File: src/rtl/add_offset_arbiter.sv
// Round-robin arbiter that shares one registered add-offset datapath among NUM_REQ requesters.
// Optional embedded assertions are enabled by defining ADD_OFFSET_ARBITER_ASSERT_EN.
module add_offset_arbiter #(
   parameter int unsigned      NUM_REQ = 4,
   parameter int unsigned      WIDTH   = 32,
   parameter logic [WIDTH-1:0] OFFSET  = WIDTH'(5),
   parameter int unsigned      ID_W    = $clog2(NUM_REQ)
) (
   input  logic                     clk,
   input  logic                     rst,
   input  logic [NUM_REQ-1:0]       req,
   input  logic [NUM_REQ*WIDTH-1:0] req_data,
   output logic [NUM_REQ-1:0]       gnt,
   output logic                     resp_valid,
   input  logic                     resp_ready,
   output logic [WIDTH-1:0]         resp_data,
   output logic [ID_W-1:0]          resp_id,
   output logic                     busy
);

   typedef enum logic [1:0] {
      IDLE = 2'd0,
      EXEC = 2'd1,
      RESP = 2'd2
   } state_e;

   state_e             state_q, state_d;
   logic [ID_W-1:0]    rr_ptr_q, rr_ptr_d;
   logic [NUM_REQ-1:0] gnt_q, gnt_d;
   logic               resp_valid_q, resp_valid_d;
   logic [WIDTH-1:0]   resp_data_q, resp_data_d;
   logic [ID_W-1:0]    resp_id_q, resp_id_d;
   logic [WIDTH-1:0]   op_q, op_d;
   logic [ID_W-1:0]    id_q, id_d;

   logic               win_found;
   logic [ID_W-1:0]    win_id;
   int unsigned        idx;

   // Search upward from rr_ptr, wrapping at NUM_REQ-1, for the first active request.
   always_comb begin
      win_found = 1'b0;
      win_id    = '0;
      idx       = 0;
      for (int unsigned i = 0; i < NUM_REQ; i++) begin
         idx = (32'(rr_ptr_q) + i) % NUM_REQ;
         if (!win_found && req[ID_W'(idx)]) begin
            win_found = 1'b1;
            win_id    = ID_W'(idx);
         end
      end
   end

   always_ff @(posedge clk) begin
      if (rst) begin
         state_q      <= IDLE;
         rr_ptr_q     <= '0;
         gnt_q        <= '0;
         resp_valid_q <= 1'b0;
         resp_data_q  <= '0;
         resp_id_q    <= '0;
         op_q         <= '0;
         id_q         <= '0;
      end else begin
         state_q      <= state_d;
         rr_ptr_q     <= rr_ptr_d;
         gnt_q        <= gnt_d;
         resp_valid_q <= resp_valid_d;
         resp_data_q  <= resp_data_d;
         resp_id_q    <= resp_id_d;
         op_q         <= op_d;
         id_q         <= id_d;
      end
   end

   always_comb begin
      state_d = state_q;
      unique case (state_q)
         IDLE:    if (win_found) state_d = EXEC;
         EXEC:    state_d = RESP;
         RESP:    if (resp_ready) state_d = IDLE;
         default: state_d = IDLE;
      endcase
   end

   always_comb begin
      rr_ptr_d     = rr_ptr_q;
      gnt_d        = '0;
      resp_valid_d = resp_valid_q;
      resp_data_d  = resp_data_q;
      resp_id_d    = resp_id_q;
      op_d         = op_q;
      id_d         = id_q;
      unique case (state_q)
         IDLE: begin
            if (win_found) begin
               op_d  = req_data[32'(win_id) * WIDTH +: WIDTH];
               id_d  = win_id;
               gnt_d = NUM_REQ'(1) << win_id;
            end
         end
         EXEC: begin
            resp_data_d  = op_q + OFFSET;
            resp_id_d    = id_q;
            resp_valid_d = 1'b1;
         end
         RESP: begin
            if (resp_ready) begin
               resp_valid_d = 1'b0;
               rr_ptr_d     = (id_q == ID_W'(NUM_REQ - 1)) ? '0 : id_q + ID_W'(1);
            end
         end
         default: begin
            resp_valid_d = 1'b0;
         end
      endcase
   end

   assign gnt        = gnt_q;
   assign resp_valid = resp_valid_q;
   assign resp_data  = resp_data_q;
   assign resp_id    = resp_id_q;
   assign busy       = (state_q != IDLE);

`ifdef ADD_OFFSET_ARBITER_ASSERT_EN
   logic [NUM_REQ-1:0] req_prev;
   logic               stall_prev;
   logic [WIDTH-1:0]   data_prev;
   logic [ID_W-1:0]    id_prev;

   // History is cleared during reset so no check spans a reset edge.
   always_ff @(posedge clk) begin
      req_prev   <= rst ? '0 : req;
      stall_prev <= !rst && resp_valid_q && !resp_ready;
      data_prev  <= resp_data_q;
      id_prev    <= resp_id_q;
   end

   always_ff @(posedge clk) begin
      if (!rst) begin
         assert ($onehot0(gnt_q));
         assert (!resp_valid_q || (resp_data_q == op_q + OFFSET));
         assert (!stall_prev || ((resp_data_q == data_prev) && (resp_id_q == id_prev)));
         assert ((gnt_q & ~req_prev) == '0);
         assert (state_q inside {IDLE, EXEC, RESP});
      end
   end
`endif

endmodule

File: config.mk
export PLATFORM = sky130hd
export DESIGN_NAME = add_offset_arbiter
export DESIGN_NICKNAME = d
export VERILOG_FILES = /design/src/rtl/add_offset_arbiter.sv
export SDC_FILE = /design/constraint.sdc
export NUM_CORES = 1
export LEC_CHECK = 0
export ABC_AREA = 1
export CAP_MARGIN = 30
export CORE_MARGIN = 2
export CORE_UTILIZATION = 51
export DETAILED_ROUTE_END_ITERATION = 10
export HOLD_SLACK_MARGIN = 0.12
export PLACE_DENSITY_LB_ADDON = 0.08
export SLEW_MARGIN = 10
export SYNTH_ARGS = -nofsm -noshare
export SYNTH_HDL_FRONTEND = slang
export SYNTH_SLANG_ARGS = --single-unit
File: constraint.sdc
create_clock -name clk -period 2.51 [get_ports clk]
set_input_delay 0.251 -clock clk [delete_from_list [all_inputs] [get_ports clk]]
set_output_delay 0.251 -clock clk [all_outputs]
set_load 0.01 [all_outputs]
==> out/qor.txt <==
outcome: complete, no violations
die width: 108.4 um
I/O pin count: 175
crit path from: rr_ptr_q[0]
Slew HR: 59.03%
first-pass GRT wire length: 26,020 um
fmax: 0.4393 GHz
final setup vio count: 0
critical register-to-register path startpoint: rr_ptr_q[0]
proportion of layout cells with a drive suffix above 1: 4.352%
crit path to: op_q[22]
min-delay worst type: input pin to register
number of synthesized register bits: 77
# diodes: 0
Routed Antenna Nets: 0
Chip Height: 108.4 um
row count: 38
Clock Tree Buf Depth: 2
Yosys warnings: 0
DRT iter0 DRCs: 374
initial cell density of the core: 51.76%
synthesized area: 5562 um^2
met3 WL: 1205 um
distinct cell type count after synthesis: 32
Final min period: 2276 ps
CP Capture Type: register
RSZ-0062 raised after global routing: false
worst-margin pin slew: 613.9 ps
filler cell count: 975
vias in the first global route: 5,497
met1 wire length: 7573 um
power density over cell area: 610.5 nW/um^2
Max Used Layer: met4
largest net degree at the start of global routing: 69
htree depth: 3
Core Area: 10,750 um^2
Port Buffers: 174
routed vias: 6,223
Leak: 3.982 nW
Post-Syn Instances: 954
crit start category: register
synthesized area per cell: 5.830 um^2
postcts setup bufs: 0
clock-pin slew on the worst setup and hold paths: 80 ps
vias per cell: 5.006
Clock Sink Count: 77
setup_tns: 0 ps
Finished Core Util: 70.82%
GRT Residual Overflow: 0
post-CTS resize count: 0
Worst-Skew Late Latency: 350 ps
register area share after synthesis: 27.72%
area growth from synthesis to layout: 36.83%
Slew Limit Fails: 0
Worst Skew: 7.085 ps
total wire length: 15,940 um
global placement routability congestion: 0.9694
Net count, final: 1,235
total power: 0.004646 W
max-cap viol count: 0
Remaining DRCs: 0
reg2reg end: op_q[22]
IR drop worst, VDD: 0.3127 mV
CP arrival: 2530 ps
reg2reg path depth: 14
All-Layer GR Usage: 27.61%
CTS tree: yes
Post-Syn Nets: 1,091
commonest non-fill, non-tap cells in the layout: 240 x inv_1, 176 x nand2_1, 173 x clkdlybuf4s50_1
initial antenna violation count: 0
CTS buffer count: 9
Setup CP Type: register to register
CTS Hold Bufs: 0
Die Area: 11,760 um^2
commonest non-fill, non-tap cell in the layout: inv_1
CP Max Fanout: 68
drt wl/cell: 12.83 um
required time of the worst setup path: 2760 ps
flop2flop setup slack: 230 ps
root buf cell: clkbuf_8
Final HPWL DP: 12,360 um
fin crit share: 90.68%
Final Hold Fails: 0
met2 WL: 6890 um
first-pass detailed-route iteration total: 5
==> kinds of logic after synthesis <==
group	Yosys count	share of synthesized area, %
compound gates	85	8.302
xor+xnor	17	2.677
fa+ha+maj	2	0.4499
buf+inv	300	21.87
flops	77	27.72
simple gates	473	38.99
==> Yosys cell counts <==
master    count  share of area (%)
ha_1          2               0.45
nand2_1     177                 12
dfxtp_1      77                 28
clkbuf_1     14               0.94
buf_4         6               0.81
nor2_1       81                5.5
nor2_4        1               0.20
o21ai_2       1               0.16
nor3_1       11               0.99
o21ai_1       6               0.54
inv_2         4               0.27
o31ai_1       1               0.14
nor3b_1       1               0.14
nand3b_1      1               0.14
buf_1         3               0.20
or2_2         2               0.22
nand4_1      72                8.1
xor2_1       17                2.7
nand3_2       2               0.36
nand2_2       4               0.45
nor4_1        3               0.34
inv_1       240                 16
buf_2        28                2.5
nand3_1     117                 11
o211ai_1      8                1.1
o21ai_0      31                2.8
o221ai_1      2               0.32
a21oi_1      35                3.1
inv_4         1               0.11
nor2_2        1               0.11
a211oi_1      1               0.14
buf_6         4               0.81
==> power by group <==
group	switching [W]	internal, W
sequential	0.000177	0.00144
combinational	0.00107	0.000832
clock	0.000435	0.000687
total	0.00169	0.00296
==> per-stage QoR <==
step	cell area [um^2]	setup slack (ps)	hold slack [ps]	std cells
finish	7610	233.9	383.3	1243
global route	7610	8.011	423.4	1243
CTS	7610	250.0	377.7	1243
detailed placement	7370	196.4	483.8	1227
global placement	7370	251.8	479.8	1227
floorplan	5562	811.2	434.1	954
==> worst min-delay path by stage <==
stage          slack [ps]            end          start  depth (start not counted)
6_report              380  resp_data[26]            rst                          4
3_5_place_dp          480   resp_data[2]        op_q[2]                          2
3_3_place_gp          480  resp_data[31]  resp_data[31]                          2
2_1_floorplan         430   resp_data[0]        op_q[0]                          1
4_1_cts               380  resp_data[26]            rst                          4
5_1_grt               420   resp_data[9]            rst                          4
==> state kept, by name, indices dropped and copies added, names as in the netlist <==
register / flops
gnt: 4
resp_data: 32
state_q: 2
resp_valid: 1
resp_id: 2
id_q: 2
rr_ptr_q: 2
op_q: 32
==> area by class of cell <==
| type | count | area [um^2] | area share (%) |
|---|---|---|---|
| Clock buffer | 12 | 145.1 | 1.907 |
| Clock inverter | 4 | 95.09 | 1.250 |
| Inverter | 245 | 922.1 | 12.12 |
| Multi-Input combinational cell | 577 | 2814 | 36.98 |
| Sequential cell | 77 | 1541 | 20.26 |
| Tap cell | 140 | 175.2 | 2.302 |
| Timing Repair Buffer | 188 | 1917 | 25.19 |
==> worst max-delay path, cell delays in order, from the launching register on <==
cell and delay [ps]:
dfxtp_1 570, inv_4 120, nand2_1 80, nand2_1 100
nand2_1 90, nand2_1 80, nor2_4 120, nand3_2 140
nand3_2 130, buf_12 260, nand2_1 100, nand3_1 90
nand3_1 140, nand2_1 90, inv_1 30
==> layer usage <==
layer | track usage, % | vias to the layer above
li1 | - | 3256
met1 | 40.05 | 2660
met2 | 41.79 | 284
met3 | 5.244 | 23
met4 | 7.234 | 0
met5 | 0 | -
Power figures use the tool's default switching activity.
==> edit (config.mk and constraints unchanged) <==
Set the parameter `NUM_REQ` to 2 (it was 4).
--- a/src/rtl/add_offset_arbiter.sv
+++ b/src/rtl/add_offset_arbiter.sv
@@ -1,7 +1,7 @@
 // Round-robin arbiter that shares one registered add-offset datapath among NUM_REQ requesters.
 // Optional embedded assertions are enabled by defining ADD_OFFSET_ARBITER_ASSERT_EN.
 module add_offset_arbiter #(
-   parameter int unsigned      NUM_REQ = 4,
+   parameter int unsigned      NUM_REQ = 2,
    parameter int unsigned      WIDTH   = 32,
    parameter logic [WIDTH-1:0] OFFSET  = WIDTH'(5),
    parameter int unsigned      ID_W    = $clog2(NUM_REQ)
Interface: changed (resized gnt, req, req_data and resp_id); port bits go from 175 to 106. The function was not compared with the original's and may differ.
==> edit against the unedited design <==
Wire length decreased by 38%; synthesized area decreased by 33%; design area decreased by 34%; count of clock-buffer cells in the layout decreased by 3; power decreased by 35%; combinational power decreased by 65%; sequential cell count decreased by 5; worst setup slack improved by 0.50 ns; synthesized cell count decreased by 38%.
==> edit: results (changes against the unedited design) <==
[layout] FFs & Latches 72 [was 77]
[critical_path] longest individual stage delay on the worst path 0.54 ns [was 0.57 ns]
[place] Routability Congestion 0.909 [was 0.969]
[route] average wire length per cell after detail routing 12.6 um [was 12.8 um]
[synth] fraction of post-synthesis cell area in the top cell type by area 38.7% [was 27.7%]
[grt] met1 routing resource usage after global routing 37.1% [was 40.1%]
[synth] top cell types by occurrence after synthesis nand2_1, nor2_1, dfxtp_1, inv_1, o21ai_0 [was inv_1, nand2_1, nand3_1, nor2_1, dfxtp_1]
[critical_path] CP Max Fanout 5 [was 68]
[synth] Area contributors post-synth dfxtp_1, nand2_1, nor2_1 [was dfxtp_1, inv_1, nand2_1]
[grt] via count of the first global-routing pass 3481 [was 5497]
[power_and_ir_drop] Power Clock 0.000928 W [was 0.00112 W]
[power_and_ir_drop] worst voltage drop across the vdd grid 0.289 mV [was 0.313 mV]
[layout] Non-CTS buffers 112 [was 188]
[place] number of port buffers 105 [was 174]
[layout] number of inverters outside the clock class in the layout 62 [was 245]
[grt] Tot GR Track Use 26.0% [was 27.6%]
[layout] non-clock buffer contribution to total cell area 22.1% [was 25.2%]
[outcome] run status finished clean [unchanged]
[layout] proportion of layout cells with a drive suffix above 1 5.22% [was 4.35%]
[route] routed wl met2 4420 um [was 6890 um]
[critical_path] FF-to-FF path depth 5 [was 14]
[grt] met2 global-route usage 38.7% [was 41.8%]
[power_and_ir_drop] static power due to leakage 2.09 nW [was 3.98 nW]
[layout] Final nets 754 [was 1235]
[critical_path] Slowest-stage cell, CP clkdlybuf4s50_1 [was dfxtp_1]
[layout] Filler Cell Count 624 [was 975]
[route] DR WL met3 665 um [was 1210 um]
[layout] multi-input combinational cell count 427 [was 577]
[power_and_ir_drop] reported combinational group power 0.000677 W [was 0.00191 W]
[critical_path] kind of cell adding the most delay to the critical path buffers and inverters [was simple AND/OR/NAND/NOR gates]
[layout] proportion of cell area occupied by registers 28.6% [was 20.3%]
[route] violation count after the first detailed-route iteration 186 [was 374]
[synth] number of library cell types mapped by synthesis 26 [was 32]
[power_and_ir_drop] Cell Int Power 0.00208 W [was 0.00296 W]
[place] post-DP HPWL 7380 um [was 12400 um]
[route] via count 3974 [was 6223]
[synth] sequential fraction of the synthesis area 38.7% [was 27.7%]
[layout] Clock Buffer Count 9 [was 12]
-- edit: worst paths after layout --
check | slack, ns | from | endpoint
max | 0.74 | state_q[1] | busy
min | 0.47 | req_data[23] | op_q[23]
max reg2reg | 0.79 | state_q[1] | op_q[20]
min reg2reg | 0.48 | id_q | resp_id
-- edit: kinds of logic after synthesis --
logic type	share of synthesized area, %
XOR/XNOR	1.64
AND/OR/NAND/NOR	34.5
buffers and inverters	9.53
adder cells (fa/ha/maj)	0.336
flip-flops	38.7
AO/OA/AOI/OAI	15.3
-- edit: metrics by stage --
stage,power [W],instances,worst slack [ns],hold WS (ns),instance area [um^2]
3_3_place_gp,0.00208,772,0.689,0.474,4850
2_1_floorplan,0.00176,587,1.19,0.404,3730
4_1_cts,0.00301,788,0.737,0.464,5040
5_1_grt,0.00317,788,0.654,0.468,5040
6_report,0.00300,788,0.737,0.467,5040
3_5_place_dp,0.00209,772,0.577,0.480,4850
